===== src/rtl/display_command_processor.sv =====
`timescale 1ns/1ps
`default_nettype none
// ============================================================================
// Module : display_command_processor
// Turns fill / clear / palette commands into framebuffer and palette writes.
// Rev    : 1.0  initial release
// ============================================================================
module display_command_processor #(
    parameter int RESOLUTION_X   = 400,
    parameter int RESOLUTION_Y   = 300,
    parameter int PALETTE_LENGTH = 256,
    parameter int COLOR_BITS     = 12,
    parameter int LANES          = 1
) (
    input  logic                              clk_i,
    input  logic                              reset_i,
    output logic [31:0]                       status_o,
    input  logic [31:0]                       control_i,
    input  logic                              cmd_valid_i,
    output logic                              cmd_ready_o,
    input  logic [1:0]                        cmd_op_i,
    input  logic [15:0]                       cmd_x0_i,
    input  logic [15:0]                       cmd_x1_i,
    input  logic [15:0]                       cmd_y0_i,
    input  logic [15:0]                       cmd_y1_i,
    input  logic [$clog2(PALETTE_LENGTH)-1:0] cmd_index_i,
    input  logic [COLOR_BITS-1:0]             cmd_color_i,
    output logic [$clog2(RESOLUTION_X)-1:0]   fb_wr_x_o,
    output logic [$clog2(RESOLUTION_Y)-1:0]   fb_wr_y_o,
    output logic [$clog2(PALETTE_LENGTH)-1:0] fb_wr_index_o,
    output logic [LANES-1:0]                  fb_wr_mask_o,
    output logic                              fb_wr_en_o,
    output logic [$clog2(PALETTE_LENGTH)-1:0] palette_wr_index_o,
    output logic [COLOR_BITS-1:0]             palette_wr_color_o,
    output logic                              palette_wr_en_o
);
    localparam int XW = $clog2(RESOLUTION_X);
    localparam int YW = $clog2(RESOLUTION_Y);
    localparam int IW = $clog2(PALETTE_LENGTH);
    localparam logic [15:0] X_MAX = 16'(RESOLUTION_X - 1);
    localparam logic [15:0] Y_MAX = 16'(RESOLUTION_Y - 1);
    localparam logic [1:0]  OP_NOP = 2'd0;
    localparam logic [1:0]  OP_PAL = 2'd2;
    localparam logic [1:0]  OP_CLR = 2'd3;

    typedef enum logic [1:0] {ST_IDLE = 2'd0, ST_FILL = 2'd1, ST_PALETTE = 2'd2} state_t;

    state_t          state_q, state_d;
    logic [XW-1:0]   x0_q, x0_d, x1_q, x1_d, cur_x_q, cur_x_d;
    logic [YW-1:0]   y1_q, y1_d, cur_y_q, cur_y_d;
    logic [IW-1:0]   index_q, index_d;
    logic [COLOR_BITS-1:0] color_q, color_d;
    logic [15:0]     count_q, count_d;
    logic            error_q, error_d, aborted_q, aborted_d;
    logic [XW-1:0]   fb_x_q, fb_x_d;
    logic [YW-1:0]   fb_y_q, fb_y_d;
    logic [IW-1:0]   fb_idx_q, fb_idx_d;
    logic [LANES-1:0] fb_mask_q, fb_mask_d;
    logic            fb_en_q, fb_en_d;
    logic [IW-1:0]   pal_idx_q, pal_idx_d;
    logic [COLOR_BITS-1:0] pal_col_q, pal_col_d;
    logic            pal_en_q, pal_en_d;

    logic [15:0]     w_rx0, w_rx1, w_ry0, w_ry1;
    logic            w_bad, w_accept, w_row_done;
    logic [XW:0]     w_next_x;
    logic            w_unused_ctrl;

    assign w_unused_ctrl = &{1'b0, control_i[31:2]};
    assign cmd_ready_o   = (state_q == ST_IDLE) & ~control_i[0] & ~reset_i;
    assign w_accept      = cmd_valid_i & cmd_ready_o;
    assign w_next_x      = {1'b0, cur_x_q} + (XW+1)'(LANES);
    assign w_row_done    = w_next_x > {1'b0, x1_q};

    // CLEAR is a full-screen fill; far corners are clamped before validation
    always_comb begin
        w_rx0 = cmd_x0_i;
        w_ry0 = cmd_y0_i;
        w_rx1 = (cmd_x1_i > X_MAX) ? X_MAX : cmd_x1_i;
        w_ry1 = (cmd_y1_i > Y_MAX) ? Y_MAX : cmd_y1_i;
        if (cmd_op_i == OP_CLR) begin
            w_rx0 = '0;
            w_ry0 = '0;
            w_rx1 = X_MAX;
            w_ry1 = Y_MAX;
        end
        w_bad = (w_rx0 > X_MAX) | (w_ry0 > Y_MAX) | (w_rx0 > w_rx1) | (w_ry0 > w_ry1);
    end

    always_comb begin
        state_d   = state_q;
        x0_d      = x0_q;
        x1_d      = x1_q;
        y1_d      = y1_q;
        cur_x_d   = cur_x_q;
        cur_y_d   = cur_y_q;
        index_d   = index_q;
        color_d   = color_q;
        count_d   = count_q;
        error_d   = error_q & ~control_i[1];
        aborted_d = aborted_q & ~control_i[1];
        case (state_q)
            ST_IDLE: begin
                if (w_accept) begin
                    if (cmd_op_i == OP_NOP) begin
                        count_d = count_q + 16'd1;
                    end else if (cmd_op_i == OP_PAL) begin
                        index_d = cmd_index_i;
                        color_d = cmd_color_i;
                        state_d = ST_PALETTE;
                    end else if (w_bad) begin
                        error_d = 1'b1;
                    end else begin
                        x0_d    = w_rx0[XW-1:0];
                        x1_d    = w_rx1[XW-1:0];
                        y1_d    = w_ry1[YW-1:0];
                        cur_x_d = w_rx0[XW-1:0];
                        cur_y_d = w_ry0[YW-1:0];
                        index_d = cmd_index_i;
                        state_d = ST_FILL;
                    end
                end
            end
            ST_FILL: begin
                if (control_i[0]) begin
                    aborted_d = 1'b1;
                    state_d   = ST_IDLE;
                end else if (w_row_done) begin
                    cur_x_d = x0_q;
                    if (cur_y_q == y1_q) begin
                        count_d = count_q + 16'd1;
                        state_d = ST_IDLE;
                    end else begin
                        cur_y_d = cur_y_q + YW'(1);
                    end
                end else begin
                    cur_x_d = w_next_x[XW-1:0];
                end
            end
            ST_PALETTE: begin
                count_d = count_q + 16'd1;
                state_d = ST_IDLE;
            end
            default: state_d = ST_IDLE;
        endcase

        // Write ports are loaded from the next position so the first write
        // appears the cycle after the accepting edge.
        fb_en_d   = (state_d == ST_FILL);
        fb_x_d    = fb_en_d ? cur_x_d : '0;
        fb_y_d    = fb_en_d ? cur_y_d : '0;
        fb_idx_d  = fb_en_d ? index_d : '0;
        for (int k = 0; k < LANES; k++) begin
            fb_mask_d[k] = fb_en_d && (({1'b0, cur_x_d} + (XW+1)'(k)) <= {1'b0, x1_d});
        end
        pal_en_d  = (state_d == ST_PALETTE);
        pal_idx_d = pal_en_d ? index_d : '0;
        pal_col_d = pal_en_d ? color_d : '0;
    end

    always_ff @(posedge clk_i) begin
        if (reset_i) begin
            state_q   <= ST_IDLE;
            x0_q      <= '0;
            x1_q      <= '0;
            y1_q      <= '0;
            cur_x_q   <= '0;
            cur_y_q   <= '0;
            index_q   <= '0;
            color_q   <= '0;
            count_q   <= '0;
            error_q   <= 1'b0;
            aborted_q <= 1'b0;
            fb_x_q    <= '0;
            fb_y_q    <= '0;
            fb_idx_q  <= '0;
            fb_mask_q <= '0;
            fb_en_q   <= 1'b0;
            pal_idx_q <= '0;
            pal_col_q <= '0;
            pal_en_q  <= 1'b0;
        end else begin
            state_q   <= state_d;
            x0_q      <= x0_d;
            x1_q      <= x1_d;
            y1_q      <= y1_d;
            cur_x_q   <= cur_x_d;
            cur_y_q   <= cur_y_d;
            index_q   <= index_d;
            color_q   <= color_d;
            count_q   <= count_d;
            error_q   <= error_d;
            aborted_q <= aborted_d;
            fb_x_q    <= fb_x_d;
            fb_y_q    <= fb_y_d;
            fb_idx_q  <= fb_idx_d;
            fb_mask_q <= fb_mask_d;
            fb_en_q   <= fb_en_d;
            pal_idx_q <= pal_idx_d;
            pal_col_q <= pal_col_d;
            pal_en_q  <= pal_en_d;
        end
    end

    assign status_o           = {count_q, 13'd0, aborted_q, error_q, (state_q != ST_IDLE)};
    assign fb_wr_x_o          = fb_x_q;
    assign fb_wr_y_o          = fb_y_q;
    assign fb_wr_index_o      = fb_idx_q;
    assign fb_wr_mask_o       = fb_mask_q;
    assign fb_wr_en_o         = fb_en_q;
    assign palette_wr_index_o = pal_idx_q;
    assign palette_wr_color_o = pal_col_q;
    assign palette_wr_en_o    = pal_en_q;
endmodule
`default_nettype wire


===== config.mk =====
export PLATFORM = sky130hd
export DESIGN_NAME = display_command_processor
export DESIGN_NICKNAME = d
export VERILOG_FILES = /design/src/rtl/display_command_processor.sv
export SDC_FILE = /design/constraint.sdc
export NUM_CORES = 1
export LEC_CHECK = 0
export CAP_MARGIN = 15
export CORE_ASPECT_RATIO = 1.1
export CORE_MARGIN = 10
export CORE_UTILIZATION = 43
export DETAILED_ROUTE_END_ITERATION = 10
export PLACE_DENSITY_LB_ADDON = 0.3
export SYNTH_ARGS = -nofsm -noshare
export SYNTH_HDL_FRONTEND = slang
export SYNTH_SLANG_ARGS = --single-unit
export TNS_END_PERCENT = 1

===== constraint.sdc =====
create_clock -name clk_i -period 4.9 [get_ports clk_i]
set_input_delay 0.735 -clock clk_i [delete_from_list [all_inputs] [get_ports clk_i]]
set_output_delay 0.735 -clock clk_i [all_outputs]
set_load 0.02 [all_outputs]

# Yosys cells after proc, flatten, opt, wreduce, memory -nomap -nowiden
# Cells that the tools add are included.
# word_totals
reg_bits,134
# classes
n_addsub,3
n_lt_le_gt_ge,8
n_eq_ne,12
n_mux,56
n_bitwise,16
reduce_logical,9
# ops
cell,count
2-to-1 mux 16 bit,11
2-to-1 mux 9 bit,18
"> comparator 16 x 9 -> 1 bit, second input constant",4
2-to-1 mux 12 bit,4
case mux 16 bit (3 select lines),1
2-to-1 mux 8 bit,5
case mux 9 bit (2 select lines),2
> comparator 16 bit,2
"adder 16 x 1 -> 16 bit, second input constant",1
2-to-1 mux 2 bit,7
"adder 9 x 1 -> 10 bit, second input constant",1
> comparator 10 x 9 -> 1 bit,1
"adder 9 x 1 -> 9 bit, second input constant",1
equality test 9 bit,1
less-or-equal comparator 9 bit,1
"equality test 2 bit, second input constant",4
"inequality test 2 bit, second input constant",4
inverter 1 bit,8
2-to-1 mux 1 bit,7
AND reduction 6 bit,1
bitwise AND 1 bit,5
AND reduction 5 bit,1
"equality test 2 x 1 -> 1 bit, second input constant",2
logical NOT 2 bit,2
other kinds (7),10

# Logic depth before layout (Yosys ltp)
# depth
ltp_word,14
ltp_mapped,23

# Least setup slack after synthesis
# No wires, ideal clock.
# synth_path
path_type,in2reg
startpoint,input port cmd_y1_i[3]
endpoint,register fb_mask_q (netlist: fb_wr_mask_o)
arrival_ns,5.028
t_required_ns,4.829
path_slack_ns,-0.198
stages,22
path_buffers,1
path_cell_list,a21o_1 -> a211o_1 -> a21oi_1 -> nor2b_1 -> ha_1 -> nor2b_1 -> o211ai_2 -> a21oi_1 -> a211o_1 -> a311o_4 -> nor3_4 -> buf_6 -> mux2_2 -> ha_1 -> nor2b_1 -> o21a_1 -> o21a_1 -> o21ai_0 -> nand2b_1 -> a21oi_1 -> o21ai_0 -> a21oi_1
# synth_via
elab_chain_len,12
word_cells_on_any_way,23
# synth_rtl
item,line,source
start: declaration,25,"input logic [15:0] cmd_y1_i,"
> comparator 16 x 9 -> 1 bit,80,w_ry1 = (cmd_y1_i > Y_MAX) ? Y_MAX : cmd_y1_i;
2-to-1 mux 16 bit (*),80,
2-to-1 mux 16 bit (*),81,if (cmd_op_i == OP_CLR) begin
> comparator 16 bit (*),87,w_bad = (w_rx0 > X_MAX) | (w_ry0 > Y_MAX) | (w_rx0 > w_rx1) | (w_ry0 > w_ry1);
bitwise OR 1 bit (*),87,
2-to-1 mux 9 bit / 2-to-1 mux 2 bit (equally long branches),111,end else if (w_bad) begin
2-to-1 mux 9 bit / 2-to-1 mux 2 bit (equally long branches),107,end else if (cmd_op_i == OP_PAL) begin
2-to-1 mux 9 bit / 2-to-1 mux 2 bit (equally long branches),105,if (cmd_op_i == OP_NOP) begin
2-to-1 mux 9 bit / 2-to-1 mux 2 bit (equally long branches),104,if (w_accept) begin
"case mux 9 bit (2 select lines), or another cell as far along",102,case (state_q)
less-or-equal comparator 9 bit / equality test 2 x 1 -> 1 bit (equally long branches),"154, 149",
logical AND 1 bit (*),154,"fb_mask_d[k] = fb_en_d && (({1'b0, cur_x_d} + (XW+1)'(k)) <= {1'b0, x1_d});"
end signal: assignment,197,fb_mask_q <= fb_mask_d;
end: declaration,58,"logic [LANES-1:0] fb_mask_q, fb_mask_d;"
# Mark *: on every way between the ends. The rest lies on a longest branch, timed or not.
# A chain may end at the register's enable or synchronous reset.

# Final worst setup path
# layout_path
startpoint,input port cmd_x1_i[6]
endpoint,register fb_mask_q (netlist: fb_wr_mask_o)
# layout_via
elab_chain_len,13
word_cells_on_any_way,24
# layout_rtl
item,line,source
start: declaration,23,"input logic [15:0] cmd_x1_i,"
> comparator 16 x 9 -> 1 bit,79,w_rx1 = (cmd_x1_i > X_MAX) ? X_MAX : cmd_x1_i;
2-to-1 mux 16 bit (*),79,
2-to-1 mux 16 bit (*),81,
> comparator 16 bit (*),87,
bitwise OR 1 bit (*) (2 in a row),87,
2-to-1 mux 9 bit (*),111,
2-to-1 mux 9 bit (*),107,
2-to-1 mux 9 bit (*),105,
2-to-1 mux 9 bit (*),104,
case mux 9 bit (2 select lines) (*),102,
via cur_x_d[1],49,"logic [XW-1:0] x0_q, x0_d, x1_q, x1_d, cur_x_q, cur_x_d;"
less-or-equal comparator 9 bit (*),154,
logical AND 1 bit (*),154,
# The timed path passes the listed nets; every way through them passes the cells marked *.

==> impl_metrics.tcl <==
set metrics [dict create \
    status "finished clean" \
    p_per_area_mw_per_mm2 259.8 \
    die_width_um 138.6 \
    wl_per_cell_um 17.03 \
    postRouteAntennaNets 0 \
    pwr-share-seq 0.378 \
    crit_type "in2reg" \
    pwr-share-comb 0.115 \
    cts-root-buf "clkbuf_16" \
    setup_violations 0 \
    path_clk_slew_ns 0.06 \
    crit_buf_inv 5 \
    postSynthCellCount 789 \
    peakVddDrop_mv 0.3118 \
    synth_most_common_cell "dfxtp_1" \
    drv_slew 0 \
    final_nets 1227 \
    max_slew_margin 0.4533 \
    post_route_cells_drive_above_1_share 0.2038 \
    cp-end-kind "register" \
    swShare 0.2270 \
    multi_input_area_sq_mm 0.004262 \
    ys_types 64 \
    worstMarginPinSlew_ns 0.8201 \
    hpwl_mm 15.93 \
    port_buffers 159 \
    insertion_delay_ns 0.42 \
    ys_ff_latch 122 \
    clockBufferDepth 2 \
    first_global_vias 6633 \
    rows 47 \
    fin_skew_ns 0.007230 \
    place_congestion 0.9156 \
    synth_ff_type "dfxtp_1" \
    drt_pre_antenna_iters 7 \
    p_total_w 0.002648 \
    synth_edf_count 0 \
    synth.top_cell.area_share 0.3671 \
    netlist_top_cells_area "dfxtp_1, ha_1, nor2_1, nand2_1, a21oi_1" \
    grtUsageTotal 0.1952 \
    holdBufCountCts 0 \
    crit_path_max_incr_delay_ns 0.42 \
    cts_sinks 122 \
    synth-seq-area-share 0.3671 \
    crit_family "compound AO/OA/AOI/OAI gates" \
    grt_pass1_wl_mm 33.20 \
    io_pins 203 \
    crit_arrival_ns 5.17 \
    seqCellArea_sq_mm 0.002442 \
    syn_area_sq_mm 0.006653 \
    place_area_sq_mm 0.009062 \
    power_frac_clock 0.506 \
    hold_viol 0 \
    die_area_sq_mm 0.02085 \
    yosys.area.top_type "dfxtp_1" \
    internal_power_w 0.002047 \
    final_area_sq_mm 0.01019 \
    die_height_um 150.5 \
    dr.first_iter.drc_count 482 \
    start_util 0.4402 \
    overflow 0 \
    syn_to_final_growth_pct 53.24 \
    vias_per_cell 5.250 \
    grt_max_degree 73 \
    startpoint_type "primary input" \
    required_ns 5.26 \
    hold_ws_ns 0.4501 \
    maxCapViolCount 0 \
    fin_crit_ns 4.814 \
    p_leak_nw 4.320 \
    remaining_drc_errors 0 \
    antenna_found_initial 0 \
    syn_avg_cell_area_sq_um 8.432 \
    cts_tree "done" \
    crit_path_max_fanout 4 \
    cts.htree.levels 4 \
    fillerInstances 1178 \
    min_path_type "reg2reg" \
    synth_top_cells_by_count "dfxtp_1, nor2_1, nand2_1" \
    cts_made_buffers 17 \
    p_switching_w 0.0006012 \
    async_reset_ff_frac 0 \
    via_count 6625 \
    crit_path_top_delay_cell "clkdlybuf4s50_1" \
    fin_crit_sh 0.9825 \
    ys_warn_count 0 \
    core_area_sq_mm 0.01511 \
    fmax_mhz 207.7 \
    drt-total-wl_mm 21.49 \
]
==> stage by stage <==
stage	setup TNS, ns	cells	util	worst slack, ns
global route	-0.1021	1261	0.6744	-0.1021
detailed placement	-0.6286	1217	0.5996	-0.6286
finish	0	1262	0.6746	0.08574
global placement	-0.5290	1217	0.5996	-0.5290
floorplan	0	814	-	0.009978
CTS	0	1251	0.6479	0.01516
==> layout make-up <==
class	count	share of cell area
repair buffers	269	0.2424
diodes	1	0.0002455
flip-flops and latches	122	0.2396
clock inverters	10	0.01632
multi-input cells	607	0.4180
clock buffers	21	0.04615
well taps	196	0.02405
inverters	36	0.01325
==> state kept, by name (all words and copies together), names as in the netlist, 9 cells and up <==
signal	flops
x0_q	9
count_q	16
fb_wr_x_o	9
cur_y_q	9
cur_x_q	9
y1_q	9
x1_q	9
palette_wr_color_o	12
fb_wr_y_o	9
==> power groups by stage <==
| stage | registers, W | clock network [W] | logic, W |
|---|---|---|---|
| 2_1_floorplan | 0.00103 | 0 | 0.000135 |
| 3_3_place_gp | 0.00102 | 0 | 0.000275 |
| 3_5_place_dp | 0.00102 | 0 | 0.000279 |
| 4_1_cts | 0.00100 | 0.00136 | 0.000284 |
| 5_1_grt | 0.00100 | 0.00141 | 0.000331 |
| 6_report | 0.00100 | 0.00134 | 0.000306 |
==> layer usage <==
metal,part of all wire,track usage
met4,0.034,0.08544
met3,0.061,0.05766
met5,0,0
met1,0.39,0.2103
met2,0.52,0.3492
==> cells by family (layout without fill, tap and decap cells) <==
family	Yosys count	in the layout	synth area share
adders and majority gates	53	53	0.09968
DFF	122	122	0.3671
other	2	28	0.001129
AOI/OAI and AO/OA	135	135	0.1401
muxes	29	29	0.04645
xor gates and xnor gates	28	28	0.03686
buffers and inverters	85	336	0.05906
and+or+nand+nor	335	335	0.2496
==> cell usage in the layout, fill, tap and decap left out, drive strengths merged, types with 27 or more instances in the layout <==
| cell | n |
|---|---|
| clkdlybuf4s50 | 151 |
| dfxtp | 122 |
| buf | 111 |
| nor2 | 88 |
| nand2 | 78 |
| ha | 53 |
| a21oi | 51 |
| inv | 36 |
| nand3 | 30 |
| and2 | 29 |
| nor3 | 29 |
| conb | 27 |
==> worst paths after layout <==
path / slack (ns) / from / depth (start not counted) / to
worst max-delay path: 0.09 / cmd_x1_i[6] / 25 / fb_wr_mask_o
worst max register to register: 0.28 / cur_x_q[0] / 21 / fb_wr_mask_o
worst min-delay path: 0.45 / x0_q[4] / 2 / x0_q[4]
worst min register to register: 0.45 / x0_q[4] / 2 / x0_q[4]
==> worst reg2reg max path, stage by stage (launching register included) <==
cell and delay [ns]:
dfxtp_1 0.42, and2_1 0.26, nand4_1 0.14, xnor2_1 0.32
ha_1 0.32, and4_1 0.25, a211o_1 0.31, o31ai_4 0.45
nand2_2 0.12, mux2i_1 0.17, nor2_1 0.07, a311oi_2 0.30
inv_1 0.13, ha_4 0.26, nor2b_1 0.12, o21a_1 0.18
o21a_1 0.20, o21ai_2 0.13, nand2b_1 0.09, a21oi_2 0.13
o21ai_1 0.09, a21oi_2 0.12
==> timing repair <==
item / CTS / global route
endpoints found under the setup margin: 1 / 1
pin swaps: 7 / 32
buffers inserted: 3 / 12
resized for setup: 14 / 65
Note: power is estimated with default switching activity, not from simulation.
